$ cat config.mk
export PLATFORM = sky130hd
export DESIGN_NAME = clk_div_gen
export DESIGN_NICKNAME = d
export VERILOG_FILES = /design/src/rtl/clk_gen_pkg.sv /design/src/rtl/clk_div_edge.sv /design/src/rtl/clk_div_gen.sv
export SDC_FILE = /design/constraint.sdc
export NUM_CORES = 1
export LEC_CHECK = 0
export ABC_CLOCK_PERIOD_IN_PS = 3250
export CAP_MARGIN = 20
export CORE_MARGIN = 2
export CORE_UTILIZATION = 35
export DETAILED_ROUTE_END_ITERATION = 8
export DONT_BUFFER_PORTS = 1
export GPL_TIMING_DRIVEN = 0
export HOLD_SLACK_MARGIN = 0.05
export SLEW_MARGIN = 15
export SYNTH_ARGS = -nofsm -noshare
export SYNTH_HDL_FRONTEND = slang
export SYNTH_SLANG_ARGS = --single-unit
export TNS_END_PERCENT = 1
$ cat constraint.sdc
create_clock -name clk_32f -period 3.25 [get_ports clk_32f]
set_input_delay 0.65 -clock clk_32f [delete_from_list [all_inputs] [get_ports clk_32f]]
set_output_delay 0.65 -clock clk_32f [all_outputs]
set_load 0.02 [all_outputs]
$ cat src/rtl/clk_gen_pkg.sv
`default_nettype none
// +----------------------------------------------------------------------+
// | clk_gen_pkg                                                          |
// | Shared types, defaults and helpers for the clk_div_gen divider tree. |
// | Rev 1.0                                                              |
// +----------------------------------------------------------------------+
package clk_gen_pkg;

  typedef enum logic [0:0] {
    S_ACQ    = 1'b0,
    S_LOCKED = 1'b1
  } lock_state_t;

  localparam int c_def_n_out      = 3;
  localparam int c_def_base_log2  = 3;
  localparam int c_def_lock_wraps = 1;

  // Ceiling log2; returns 0 for values <= 1.
  function automatic int clog2(input int value);
    int r;
    r = 0;
    while ((1 << r) < value) begin
      r = r + 1;
    end
    return r;
  endfunction

endpackage
`default_nettype wire

$ cat src/rtl/clk_div_edge.sv
`default_nettype none
// +----------------------------------------------------------------------+
// | clk_div_edge                                                         |
// | Registered rise/fall strobe for one divided-clock bit.               |
// | Rev 1.0                                                              |
// +----------------------------------------------------------------------+
module clk_div_edge (
  input  logic clk_32f,
  input  logic reset,
  input  logic sync,
  input  logic en,
  input  logic cur_bit,
  input  logic nxt_bit,
  output logic rise_stb,
  output logic fall_stb
);

  // Resync forces the bit to 0, so only a falling edge can be produced.
  always_ff @(posedge clk_32f) begin
    if (!reset) begin
      rise_stb <= 1'b0;
      fall_stb <= 1'b0;
    end else if (sync) begin
      rise_stb <= 1'b0;
      fall_stb <= cur_bit;
    end else if (en) begin
      rise_stb <= ~cur_bit & nxt_bit;
      fall_stb <= cur_bit & ~nxt_bit;
    end else begin
      rise_stb <= 1'b0;
      fall_stb <= 1'b0;
    end
  end

endmodule
`default_nettype wire

$ cat src/rtl/clk_div_gen.sv
`default_nettype none
// +----------------------------------------------------------------------+
// | clk_div_gen                                                          |
// | Power-of-two clock divider with edge strobes, resync and lock flag.  |
// | Rev 1.0                                                              |
// +----------------------------------------------------------------------+
module clk_div_gen
  import clk_gen_pkg::*;
#(
  parameter int N_OUT      = c_def_n_out,
  parameter int BASE_LOG2  = c_def_base_log2,
  parameter int LOCK_WRAPS = c_def_lock_wraps
) (
  input  logic                       clk_32f,
  input  logic                       reset,
  input  logic                       en,
  input  logic                       sync,
  output logic [N_OUT-1:0]           clk_out,
  output logic [N_OUT-1:0]           rise_stb,
  output logic [N_OUT-1:0]           fall_stb,
  output logic                       wrap_stb,
  output logic [BASE_LOG2+N_OUT-2:0] phase,
  output logic                       locked
);

  localparam int c_cw  = BASE_LOG2 + N_OUT - 1;
  localparam int c_lcw = clog2(LOCK_WRAPS + 1);
  localparam logic [c_lcw-1:0] c_lock_target = c_lcw'(LOCK_WRAPS);

  generate
    if (N_OUT < 1 || BASE_LOG2 < 1 || LOCK_WRAPS < 1) begin : g_bad_params
      $error("clk_div_gen: N_OUT, BASE_LOG2 and LOCK_WRAPS must all be >= 1");
    end
  endgenerate

  logic [c_cw-1:0]  r_cnt;
  logic [c_cw-1:0]  w_cnt_n;
  logic             w_at_top;
  lock_state_t      r_state;
  logic [c_lcw-1:0] r_lock_cnt;
  logic [c_lcw-1:0] w_lock_inc;

  assign w_cnt_n    = r_cnt + 1'b1;
  assign w_at_top   = &r_cnt;
  assign w_lock_inc = (r_lock_cnt == c_lock_target) ? r_lock_cnt : r_lock_cnt + 1'b1;

  always_ff @(posedge clk_32f) begin
    if (!reset || sync) begin
      r_cnt    <= '0;
      wrap_stb <= 1'b0;
    end else if (en) begin
      r_cnt    <= w_cnt_n;
      wrap_stb <= w_at_top;
    end else begin
      wrap_stb <= 1'b0;
    end
  end

  // Only wraps taken while advancing count toward lock; a resync discards them.
  always_ff @(posedge clk_32f) begin
    if (!reset || sync) begin
      r_state    <= S_ACQ;
      r_lock_cnt <= '0;
      locked     <= 1'b0;
    end else begin
      case (r_state)
        S_ACQ: begin
          if (en && w_at_top) begin
            r_lock_cnt <= w_lock_inc;
            if (w_lock_inc == c_lock_target) begin
              r_state <= S_LOCKED;
              locked  <= 1'b1;
            end
          end
        end
        S_LOCKED: begin
          locked <= 1'b1;
        end
        default: begin
          r_state <= S_ACQ;
          locked  <= 1'b0;
        end
      endcase
    end
  end

  assign clk_out = r_cnt[c_cw-1:BASE_LOG2-1];
  assign phase   = r_cnt;

  generate
    for (genvar i = 0; i < N_OUT; i++) begin : g_edge
      clk_div_edge u_edge (
        .clk_32f  (clk_32f),
        .reset    (reset),
        .sync     (sync),
        .en       (en),
        .cur_bit  (r_cnt[BASE_LOG2-1+i]),
        .nxt_bit  (w_cnt_n[BASE_LOG2-1+i]),
        .rise_stb (rise_stb[i]),
        .fall_stb (fall_stb[i])
      );
    end
  endgenerate

endmodule
`default_nettype wire

==> results of run 1 <==
==> how the worst min path moves through the flow <==
stage / from / end / slack, ns / cells past startpoint
after global placement: r_state / r_state / 0.43 / 2
after global routing: r_state / r_state / 0.51 / 2
after CTS: r_state / r_state / 0.47 / 2
after floorplan: r_state / r_state / 0.42 / 2
final: r_state / r_state / 0.46 / 2
after detailed placement: r_state / r_state / 0.45 / 2
==> registers in the layout, summed over array words and instances, names as in the netlist <==
| register | flops |
|---|---|
| g_edge.u_edge.fall_stb | 3 |
| r_state | 1 |
| phase | 5 |
| locked | 1 |
| wrap_stb | 1 |
| g_edge.u_edge.rise_stb | 3 |
==> kinds of logic after synthesis <==
kind of cell	after synthesis
compound gates	8
xor+xnor	1
fa+ha+maj	8
buf+inv	17
flops	14
mux	1
simple gates	21
==> power groups by stage <==
| stage | sequential (mW) | clock (mW) | combinational, mW |
|---|---|---|---|
| floorplan | 0.182 | 0 | 0.0197 |
| global placement | 0.182 | 0 | 0.0217 |
| detailed placement | 0.182 | 0 | 0.0220 |
| CTS | 0.178 | 0.0952 | 0.0220 |
| global route | 0.179 | 0.105 | 0.0240 |
| finish | 0.178 | 0.0899 | 0.0217 |
==> area by class of cell <==
cell class	instances	area, um2	share of cell area [%]
multi-input combinational	39	290.3	39.39
tap	25	31.28	4.244
clock buffer	3	22.52	3.056
sequential	14	280.3	38.03
buffer	13	97.59	13.24
inverter	4	15.01	2.037
==> cell usage in the layout, fill, tap and decap left out <==
cell type	instances
a211oi_2	3
o21ai_0	3
mux2i_1	1
buf_4	13
dfxtp_1	14
nand2b_1	1
ha_1	8
nand2b_2	1
inv_1	4
and2b_1	1
nand3_1	3
xnor2_1	1
nor2_1	6
clkbuf_4	3
nand2_1	3
a21oi_1	2
and3_1	6
==> through the flow <==
step	total power [mW]	cell area [um2]	setup WS, ns
after floorplan	0.2014	683.2	1.853
after global placement	0.2041	714.4	1.770
after detailed placement	0.2045	714.4	1.723
after CTS	0.2957	737.0	1.669
after global routing	0.3078	737.0	1.604
final	0.2900	737.0	1.683
==> routing by layer <==
metal	track usage, %	up-vias	routed length [um]
met5	0	-	0
met4	3.243	0	0
met3	8.889	0	117
met2	13.95	20	397
met1	12.42	173	473
li1	-	225	-
==> key figures, run 1 <==
Outcome
  • Status: finished, final reports clean

Power
  • Seq pwr share: 61.5%
  • Psw: 0.06341 mW
  • Leak: 0.3508 nW
  • P_int: 0.2266 mW
  • Peak VDD IR: 300.7 uV
  • Pwr/cell area: 393.5 mW/mm2
  • Switching Share: 21.86%
  • Comb power frac: 7.5%
  • Clk pwr share: 31.0%

Logic synthesis
  • Syn nets: 82
  • Synthesized area: 683.2 um2
  • Yosys top cell by area: dfxtp_1
  • Synth top area cells: dfxtp_1 41%, ha_1 15%, buf_4 14%, a211oi_2 5.5%, and3_1 5.5%
  • Mux contribution to synthesized area: 1.465%
  • Simple-gate portion of the synthesized area: 15.93%
  • Number of synthesized flops with an enable pin: 0
  • Complex-gate fraction of the synthesized area: 9.158%
  • Post-Synth Adder-Cell Area: 14.65%
  • Ys async rst share: 0%
  • Synth top cells by count: 14 x dfxtp_1, 13 x buf_4, 8 x ha_1, 6 x and3_1, 6 x nor2_1
  • Main combinational cell family by area after synthesis: buffers and inverters
  • Synth unique cells: 16
  • Most common cell in the netlist: dfxtp_1
  • Sequential share of the synthesized area: 41.03%
  • Syn avg cell area: 9.759 um2
  • Top_reg_cell synth: dfxtp_1
  • Post-synth top area share: 41.03%
  • Synth warn: 0
  • FF+latch count, synth: 14
  • Synth Instances: 70
  • Post-Synth XOR/XNOR Area: 1.282%

Critical path
  • Critical path depth: 1
  • Crit-path max cell delay: 0.45 ns
  • CP Capture Type: output pin
  • CP delay by family, top: flip-flops
  • Reg-to-reg endpoint: locked
  • Slowest library cell on the worst path: dfxtp_1
  • CP max FO: 8
  • CP Launch Type: flop
  • R2r startpoint: phase[0]
  • CP Launch Point: phase[2]
  • Worst Path Arrival: 0.92 ns
  • Worst Setup EP: phase[2]
  • Bufs and invs on worst path: 1
  • Crit Path Class: reg -> out
  • Reg2reg path depth: 5
  • Critical Path, Cell by Cell: buf_4
  • CP Data Required Time: 2.60 ns
  • FF-to-FF setup slack: 1.73 ns

Detailed routing
  • DRC Markers: 0
  • DR vias/cell: 4.265
  • WL/cell: 10.07 um
  • Initial drt markers: 5
  • DRT Pass-1 Iters: 3
  • ANT nets after route: 0
  • Vias: 418
  • Final wirelength: 987 um

Floorplanning
  • Initial Util: 38.32%
  • Row cnt: 15
  • Die span in x: 48.18 um
  • Core ar.: 0.001783 mm2
  • Die H: 48.18 um
  • Ports: 20
  • Die Area: 0.002321 mm2

Clock tree
  • CTS sink count: 14
  • Clock tree buffer depth: 2
  • Post-cts sizing count: 0
  • CTS Buf Count: 3
  • Clk slew on worst S/H paths: 0.07 ns
  • Clk_lat worst skew: 0.27 ns
  • Post-CTS setup repair buffer count: 0
  • CTS H-Tree Depth: 1
  • Clock root buffer: clkbuf_4
  • CTS tree: built
  • Hold-fix buffers at CTS: 0

Job
  • Max-Cap Viols: 0

Timing
  • Final min period: 1.567 ns
  • Measured slew at the worst slew-check pin: 0.2998 ns
  • Final count of hold timing violations: 0
  • Setup total negative slack: 0 ns
  • Final worst-path cycle share: 48.20%
  • Rel. slew slack: 79.99%
  • Final-report setup violation count: 0
  • Hold WS: 0.4611 ns
  • RSZ-0062 raised after global routing: false
  • Final Skew: 0.008821 ns
  • Max Freq: 638.4 MHz
  • Slew Viols, Final: 0

Global route
  • First-pass GRT wire length: 1587 um
  • Number of global-route vias before repair: 358
  • GRT Total Usage: 10.47%
  • Initial antenna violation count: 0
  • Total congestion overflow: 0
  • Largest net degree at the start of global routing: 11

Cells and area
  • Fillers: 180
  • Share of cells above drive strength 1: 27.40%
  • Area grow syn2layout: 7.876%
  • Nets: 87
  • Diode count: 0
  • Final std cells w/o fill: 98
  • Finished Core Util: 41.33%

Place
  • GP Congestion: 0.7130
  • Placed cells: 95
  • Hpwl dp: 781.4 um
  • PortBufs: 0

Hold path
  • Hold/Removal Path Class: reg -> reg
Power figures use the tool's default switching activity.
==> run 2, diff against run 1 <==
--- a/config.mk
+++ b/config.mk
@@ -5,7 +5,7 @@
 export SDC_FILE = /design/constraint.sdc
 export NUM_CORES = 1
 export LEC_CHECK = 0
-export ABC_CLOCK_PERIOD_IN_PS = 3250
+export ABC_CLOCK_PERIOD_IN_PS = 1390
 export CAP_MARGIN = 20
 export CORE_MARGIN = 2
 export CORE_UTILIZATION = 35
==> constraint.sdc (replaced) <==
create_clock -name clk_32f -period 1.39 [get_ports clk_32f]
set_input_delay 0.278 -clock clk_32f [delete_from_list [all_inputs] [get_ports clk_32f]]
set_output_delay 0.278 -clock clk_32f [all_outputs]
set_load 0.02 [all_outputs]
==> key figures, run 2 (same netlist as run 1, synthesis figures left out) <==
Critical path
  • CP Launch Type: flop (unchanged)
  • CP Data Required Time: 1.59 ns (was 2.60 ns)
  • CP Capture Type: flop (was output pin)
  • CP max FO: 4 (was 8)
  • Worst Path Arrival: 1.52 ns (was 0.92 ns)
  • Critical Path, Cell by Cell: ha_2, and3_4, ha_1, a211oi_2 (was buf_4)
  • Slowest library cell on the worst path: dfxtp_4 (was dfxtp_1)
  • Crit Path Class: reg -> reg (was reg -> out)
  • Crit-path max cell delay: 0.38 ns (was 0.45 ns)

Timing
  • Rel. slew slack: 83.08% (was 79.99%)
  • Measured slew at the worst slew-check pin: 0.2535 ns (was 0.2998 ns)
  • RSZ-0062 raised after global routing: false (unchanged)
  • Final Skew: 0.002563 ns (was 0.008821 ns)
  • Hold WS: 0.1438 ns (was 0.4611 ns)
  • Slew Viols, Final: 0 (unchanged)
  • Worst Setup Slack, final: 0.06614 ns (was 1.683 ns)
  • Final count of hold timing violations: 0 (unchanged)
  • Final worst-path cycle share: 95.24%
  • Max Freq: 755.4 MHz
  • Final min period: 1.324 ns
  • Final-report setup violation count: 0 (unchanged)
  • Setup total negative slack: 0 ns (unchanged)

Place
  • Hpwl dp: 722.6 um (was 781.4 um)
  • Pre-CTS WS: -0.08332 ns (was 1.723 ns)
  • Placed cells: 95 (unchanged)
  • GP Congestion: 0.7080 (was 0.7130)
  • Area post-placement: 715.7 um2 (was 714.4 um2)
  • PortBufs: 0 (unchanged)

Detailed routing
  • Initial drt markers: 5 (unchanged)
  • DR vias/cell: 4.296 (was 4.265)
  • DRT met1 WL: 476 um (was 473 um)
  • DR top layer: met4 (was met3)
  • WL/cell: 9.735 um (was 10.07 um)
  • Final wirelength: 954 um (was 987 um)
  • Vias: 421 (was 418)
  • ANT nets after route: 0 (unchanged)
  • DRC Markers: 0 (unchanged)
  • Met3 WL: 64 um (was 117 um)
  • DRT Pass-1 Iters: 4 (was 3)
  • Met2 wire len: 380 um (was 397 um)

Floorplanning
  • Die span in x: 48.18 um (unchanged)
  • Ports: 20 (unchanged)
  • Die H: 48.18 um (unchanged)
  • Initial Util: 38.32% (unchanged)
  • Core ar.: 0.001783 mm2 (unchanged)
  • Row cnt: 15 (unchanged)
  • Die Area: 0.002321 mm2 (unchanged)

Cells and area
  • Design area: 755.7 um2 (was 737.0 um2)
  • FF+latch area: 287.8 um2 (was 280.3 um2)
  • Area grow syn2layout: 10.62% (was 7.876%)
  • Nets: 87 (unchanged)
  • Max reg flops: 5 (unchanged)
  • Share of cells above drive strength 1: 34.25% (was 27.40%)
  • Fillers: 189 (was 180)
  • Final std cells w/o fill: 98 (unchanged)
  • Diode count: 0 (unchanged)
  • Leading cell type in the layout, fill and taps excluded: buf_4 (was dfxtp_1)
  • Commonest cells after routing, fill and taps aside: 13 x buf_4, 12 x dfxtp_1, 7 x ha_1 (was 14 x dfxtp_1, 13 x buf_4, 8 x ha_1)
  • Multi-input logic area: 301.5 um2 (was 290.3 um2)

Clock tree
  • CTS H-Tree Depth: 1 (unchanged)
  • Clock root buffer: clkbuf_4 (unchanged)
  • Clk_lat worst skew: 0.27 ns (about the same)
  • CTS sink count: 14 (unchanged)
  • Clk slew on worst S/H paths: 0.07 ns (about the same)
  • CTS tree: built (unchanged)
  • Post-CTS setup repair buffer count: 0 (unchanged)
  • Clock tree buffer depth: 2 (unchanged)
  • CTS Buf Count: 3 (unchanged)

Global route
  • Largest net degree at the start of global routing: 11 (unchanged)
  • Initial antenna violation count: 0 (unchanged)
  • Total congestion overflow: 0 (unchanged)
  • Number of global-route vias before repair: 336 (was 358)
  • GRT Total Usage: 9.848% (was 10.47%)
  • First-pass GRT wire length: 1455 um (was 1587 um)

Power
  • Peak VDD IR: 445.5 uV (was 300.7 uV)
  • Pwr/cell area: 898.1 mW/mm2 (was 393.5 mW/mm2)
  • Leak: 0.3484 nW (was 0.3508 nW)

Job
  • Max-Cap Viols: 0 (unchanged)

Outcome
  • Status: finished, final reports clean (unchanged)

Hold path
  • Hold/Removal Path Class: in -> reg (was reg -> reg)
==> run 2: cell counts in the layout (fill, tap and decap cells not counted) <==
Identical to the previous run, type by type.
==> run 2: path summary, 6_finish.rpt <==
kind / depth (start not counted) / from / slack, ns / endpoint
min reg2reg: 2 / r_state / 0.46 / r_state
max: 4 / phase[0] / 0.07 / phase[4]
max reg2reg: 4 / phase[0] / 0.07 / phase[4]
min: 2 / reset / 0.14 / g_edge[1].u_edge.fall_stb
==> run 2: final cells by class <==
type                            instances  share of cell area [%]
Clock buffer                            3                   2.980
Multi-Input combinational cell         39                   39.90
Sequential cell                        14                   38.08
Inverter                                4                   1.987
Tap cell                               25                   4.139
Buffer                                 13                   12.91
==> run 2: where the power goes <==
part           switching [mW]  internal, mW  leakage [nW]
Sequential             0.0106         0.404         0.115
Combinational          0.0278        0.0226         0.220
Clock                   0.113         0.100        0.0138
==> run 2: repair_timing <==
action                     4_1_cts  5_1_grt
pin swaps                        0        1
setup endpoints to repair        3        3
hold buffers                     0        0
cloned                           0        0
gates resized for setup          4        2
==> run 2: metrics by stage <==
| stage | util (%) | total power [mW] |
|---|---|---|
| global route | 42.39 | 0.7187 |
| CTS | 41.96 | 0.7009 |
| finish | 42.39 | 0.6787 |
| floorplan | - | 0.4712 |
| global placement | 40.14 | 0.4774 |
| detailed placement | 40.14 | 0.4782 |
==> run 2: layer usage <==
layer	GRT usage, %	up-vias
li1	-	226
met1	11.46	175
met2	12.11	16
met3	4.444	4
met4	11.35	0
met5	0	-
==> run 2: worst max-delay path: cells and delay by family (launching register included) <==
kind	cells	cell delay (ns)
flops	1	0.38
fa+ha+maj	2	0.48
simple gates	1	0.19
compound gates	1	0.20
==> run 3, diff against run 2 <==
--- a/config.mk
+++ b/config.mk
@@ -5,13 +5,12 @@
 export SDC_FILE = /design/constraint.sdc
 export NUM_CORES = 1
 export LEC_CHECK = 0
-export ABC_CLOCK_PERIOD_IN_PS = 1390
+export ABC_CLOCK_PERIOD_IN_PS = 1300
 export CAP_MARGIN = 20
 export CORE_MARGIN = 2
 export CORE_UTILIZATION = 35
 export DETAILED_ROUTE_END_ITERATION = 8
 export DONT_BUFFER_PORTS = 1
-export GPL_TIMING_DRIVEN = 0
 export HOLD_SLACK_MARGIN = 0.05
 export SLEW_MARGIN = 15
 export SYNTH_ARGS = -nofsm -noshare
==> constraint.sdc (replaced) <==
create_clock -name clk_32f -period 1.3 [get_ports clk_32f]
set_input_delay 0.26 -clock clk_32f [delete_from_list [all_inputs] [get_ports clk_32f]]
set_output_delay 0.26 -clock clk_32f [all_outputs]
set_load 0.02 [all_outputs]
==> key figures, run 3 (same netlist as run 1, synthesis figures left out) <==
Timing
  • Final min period: 1.236 ns (was 1.324 ns)
  • Final count of hold timing violations: 0 (unchanged)
  • Max Freq: 808.9 MHz (was 755.4 MHz)
  • Measured slew at the worst slew-check pin: 0.2389 ns (was 0.2535 ns)
  • RSZ-0062 raised after global routing: false (unchanged)
  • Slew Viols, Final: 0 (unchanged)
  • Hold WS: 0.06617 ns (was 0.1438 ns)
  • Final-report setup violation count: 0 (unchanged)
  • Rel. slew slack: 84.05% (was 83.08%)
  • Setup total negative slack: 0 ns (unchanged)
  • Worst Setup Slack, final: 0.06369 ns (was 0.06614 ns)
  • Final Skew: 0.01890 ns (was 0.002563 ns)
  • Final worst-path cycle share: 95.10% (was 95.24%)

Critical path
  • CP Capture Type: flop (unchanged)
  • CP Launch Type: flop (unchanged)
  • Worst Path Arrival: 1.45 ns (was 1.52 ns)
  • Crit Path Class: reg -> reg (unchanged)
  • CP Data Required Time: 1.51 ns (was 1.59 ns)
  • CP max FO: 3 (was 4)

Power
  • P_int: 0.5759 mW (was 0.5273 mW)
  • Comb power frac: 7.2% (was 7.4%)
  • Clk pwr share: 33.1% (was 31.4%)
  • Psw: 0.1645 mW (was 0.1514 mW)
  • Switching Share: 22.22% (was 22.30%)
  • Pwr/cell area: 1029 mW/mm2 (was 898.1 mW/mm2)
  • Leak: 0.3080 nW (was 0.3484 nW)
  • Peak VDD IR: 746.1 uV (was 445.5 uV)
  • Seq pwr share: 59.8% (was 61.2%)

Cells and area
  • Area grow syn2layout: 5.311% (was 10.62%)
  • Leading cell type in the layout, fill and taps excluded: dfxtp_1 (was buf_4)
  • Share of cells above drive strength 1: 26.87% (was 34.25%)
  • Diode count: 0 (unchanged)
  • Finished Core Util: 40.35% (was 42.39%)
  • Nets: 80 (was 87)
  • Commonest cells after routing, fill and taps aside: 12 x dfxtp_1, 6 x nor2_1, 6 x ha_1 (was 13 x buf_4, 12 x dfxtp_1, 7 x ha_1)
  • Final std cells w/o fill: 92 (was 98)
  • Max reg flops: 5 (unchanged)

Detailed routing
  • DRC Markers: 0 (unchanged)
  • Initial drt markers: 5 (unchanged)
  • DR vias/cell: 4.391 (was 4.296)
  • ANT nets after route: 0 (unchanged)
  • Vias: 404 (was 421)
  • DRT Pass-1 Iters: 4 (unchanged)
  • Final wirelength: 974 um (was 954 um)
  • WL/cell: 10.59 um (was 9.735 um)

Global route
  • Largest net degree at the start of global routing: 14 (was 11)
  • Initial antenna violation count: 0 (unchanged)
  • First-pass GRT wire length: 1662 um (was 1455 um)
  • GRT Total Usage: 11.02% (was 9.848%)
  • Number of global-route vias before repair: 373 (was 336)
  • Total congestion overflow: 0 (unchanged)

Clock tree
  • CTS Buf Count: 3 (unchanged)
  • Clock tree buffer depth: 2 (unchanged)
  • Clk slew on worst S/H paths: 0.09 ns (was 0.07 ns)
  • Post-CTS setup repair buffer count: 0 (unchanged)
  • CTS sink count: 14 (unchanged)
  • CTS tree: built (unchanged)
  • CTS H-Tree Depth: 1 (unchanged)
  • Clk_lat worst skew: 0.28 ns (was 0.27 ns)
  • Clock root buffer: clkbuf_4 (unchanged)

Job
  • Max-Cap Viols: 0 (unchanged)

Hold path
  • Hold/Removal Path Class: in -> reg (unchanged)

Place
  • Hpwl dp: 742.9 um (was 722.6 um)
  • Pre-CTS WS: -0.01273 ns (was -0.08332 ns)
  • PortBufs: 0 (unchanged)
  • Placed cells: 87 (was 95)
  • GP Congestion: 0.6545 (was 0.7080)

Floorplanning
  • Row cnt: 15 (unchanged)
  • Core ar.: 0.001783 mm2 (unchanged)
  • Die H: 48.18 um (unchanged)
  • Initial Util: 38.32% (unchanged)
  • Die Area: 0.002321 mm2 (unchanged)
  • Die span in x: 48.18 um (unchanged)
  • Ports: 20 (unchanged)

Outcome
  • Status: finished, final reports clean (unchanged)
==> run 3: worst paths after layout <==
path	slack, ns	depth (start not counted)	from	end
min reg2reg	0.48	2	r_state	r_state
min	0.07	1	en	phase[4]
max	0.06	4	phase[0]	phase[3]
max reg2reg	0.06	4	phase[0]	phase[3]
==> run 3: per-layer routing <==
layer	GRT usage, %	wire length, um	share of wire [%]
met5	0	0	0
met4	3.243	0	0
met3	8.889	94	9.7
met2	15.79	429	44
met1	12.44	450	46
==> run 3: per-stage QoR <==
| stage | cell area [um2] | power (mW) |
|---|---|---|
| global placement | 666.9 | 0.5015 |
| detailed placement | 666.9 | 0.5014 |
| global route | 719.4 | 0.7839 |
| floorplan | 695.7 | 0.5031 |
| finish | 719.4 | 0.7404 |
| CTS | 706.9 | 0.7511 |
==> run 3: repair_timing <==
item / in CTS / in global routing
pin swaps: 0 / 2
endpoints found under the hold margin: 2 / 0
endpoints found under the setup margin: 1 / 3
hold buffers: 1 / 0
gates resized for setup: 1 / 2
==> run 3: power by group through the flow <==
| stage | Combinational, mW | Sequential, mW | Clock, mW |
|---|---|---|---|
| floorplan | 0.0494 | 0.454 | 0 |
| global placement | 0.0499 | 0.452 | 0 |
| detailed placement | 0.0499 | 0.452 | 0 |
| CTS | 0.0537 | 0.442 | 0.256 |
| global route | 0.0598 | 0.444 | 0.280 |
| finish | 0.0531 | 0.442 | 0.245 |
==> run 3: cell type report <==
class / instances / area (um2)
fillers: 181 / 1064
clock buffers: 4 / 26.28
flip-flops and latches: 14 / 285.3
repair buffers: 6 / 47.55
multi-input cells: 39 / 314.1
inverters: 4 / 15.01
well taps: 25 / 31.28
==> run 3: critical path: stages (launching register included) <==
cell,delay (ns)
dfxtp_4,0.36
buf_4,0.16
and3_1,0.17
ha_1,0.28
a211oi_2,0.20
==> RTL change (flow settings as in run 2) <==
Make the reset (`reset`) asynchronous in one clocked block.
--- a/src/rtl/clk_div_edge.sv
+++ b/src/rtl/clk_div_edge.sv
@@ -17,5 +17,5 @@
 
   // Resync forces the bit to 0, so only a falling edge can be produced.
-  always_ff @(posedge clk_32f) begin
+  always_ff @(posedge clk_32f or negedge reset) begin
     if (!reset) begin
       rise_stb <= 1'b0;
Formal check against the unedited RTL: differs if reset is asserted again (counterexample within 10 cycles, from zero or initial values and one cycle with reset low); with reset held inactive, the same outputs for 10 cycles.
==> RTL change against run 2 <==
Cell count up 3.1%; setup slack better by 0.0012 ns; sequential cell count unchanged; die area up 4.4%; utilization down 0.44 points; area after synthesis up 4.8%; critical endpoint unchanged; critical path depth unchanged; largest power group unchanged; cell area up 7.8%; critical path type unchanged; wire length up 5.0%; total power up 12%.
==> RTL change: results (changes against run 2) <==
stage	metric	value	unit	change
clocking	Resized cells post-CTS	4		unchanged
power	Max VDD drop	769	µV	+72%
timing	Tightest Pin Transition	0.251	ns	-0.00209 ns
global_route	gr usage total	9.37	%	-0.48 points
cells_and_area	layout cell share with drive strength beyond 1	36.5	%	+2.2 points
placement	HPWL after detailed placement	782	µm	+8.3%
logic_synthesis	Cell variety after synth	18		+2
timing	setup skew after layout	0.00362	ns	+0.00106 ns
cells_and_area	Finished Layout Cells	101		+3.1%
logic_synthesis	Mapped Nets	81		-1.2%
logic_synthesis	Post-Syn Instances	69		-1.4%
placement	pre-CTS setup slack	-0.114	ns	-0.0311 ns
worst_hold_path	Hold Path End	g_edge[2].u_edge.fall_stb		
clocking	hold-fix buffers at CTS	1		+1
clocking	Num CTS Buffers	3		unchanged
worst_hold_path	worst hold path stage count	1		-1
logic_synthesis	Async SR Flop Fraction	42.9	%	+43 points
route	met2 WL	425	µm	+12%
timing	Fin Hold WS	0.103	ns	-0.0404 ns
route	vias per inst	4.21		-2.0%
global_route	largest net degree at the start of global routing	11		unchanged
clocking	# H-tree levels	1		unchanged
worst_hold_path	hold path startpoint	sync		
route	drt wl/cell	9.92	µm	+1.9%
global_route	met1 GRT Util	10.7	%	-0.79 points
placement	IO buf count	0		unchanged
global_route	initial antenna violation count	0		unchanged
placement	gpl congestion	0.685		-3.2%
logic_synthesis	sequential share of the synthesized area	43.4	%	+2.3 points
global_route	number of global-route vias before repair	371		+10%
logic_synthesis	Synth area leaders	dfxtp_1, dfrtp_1, ha_1		
logic_synthesis	Post-synth top cells	buf_4, dfxtp_1, ha_1		
route	WL met3	78	µm	+22%
cells_and_area	Fillers	204		+7.9%
status	status	completed		
route	initial drt markers	8		+3
timing	FMAX	756	MHz	about the same
global_route	first-pass GRT wire length	1680	µm	+15%
global_route	GR Layer Usage met2	13.5	%	+1.4 points
global_route	GR Util met3	4.29	%	-0.15 points
worst_hold_path	worst min path class	in -> reg		
power	Leakage	0.388	nW	+11%
setup_path	reg2reg path depth	4		unchanged
placement	dpl cell area	751	µm²	+4.9%
logic_synthesis	Synth Warn #	0		unchanged
route	drt pass-1 iters	4		unchanged
setup_path	crit path to	phase[4]		
placement	Placed Cells	96		+1.1%
-- RTL change: cells by family after synthesis --
logic type               synth area share (%)
AND/OR/NAND/NOR                          13.5
buffers and inverters                    17.3
flip-flops                               43.4
AO/OA/AOI/OAI                            9.27
adder cells (fa/ha/maj)                  14.0
XOR/XNOR                                 1.22
multiplexers                             1.40
-- RTL change: cell type report --
class                   instances  area, µm²  share of cell area, %
flip-flops and latches         14        318                   39.0
clock buffers                   4       36.3                   4.45
inverters                       4       15.0                   1.84
multi-input cells              37        293                   35.9
well taps                      27       33.8                   4.15
plain buffers                  14        109                   13.4
repair buffers                  1       10.0                   1.23
-- RTL change: report_power, final --
part	leakage, nW	total, mW	internal [mW]	switching (mW)
sequential	0.150	0.418	0.408	0.0107
combinational	0.217	0.0621	0.0289	0.0332
clock	0.0210	0.279	0.159	0.120
total	0.388	0.759	0.596	0.164
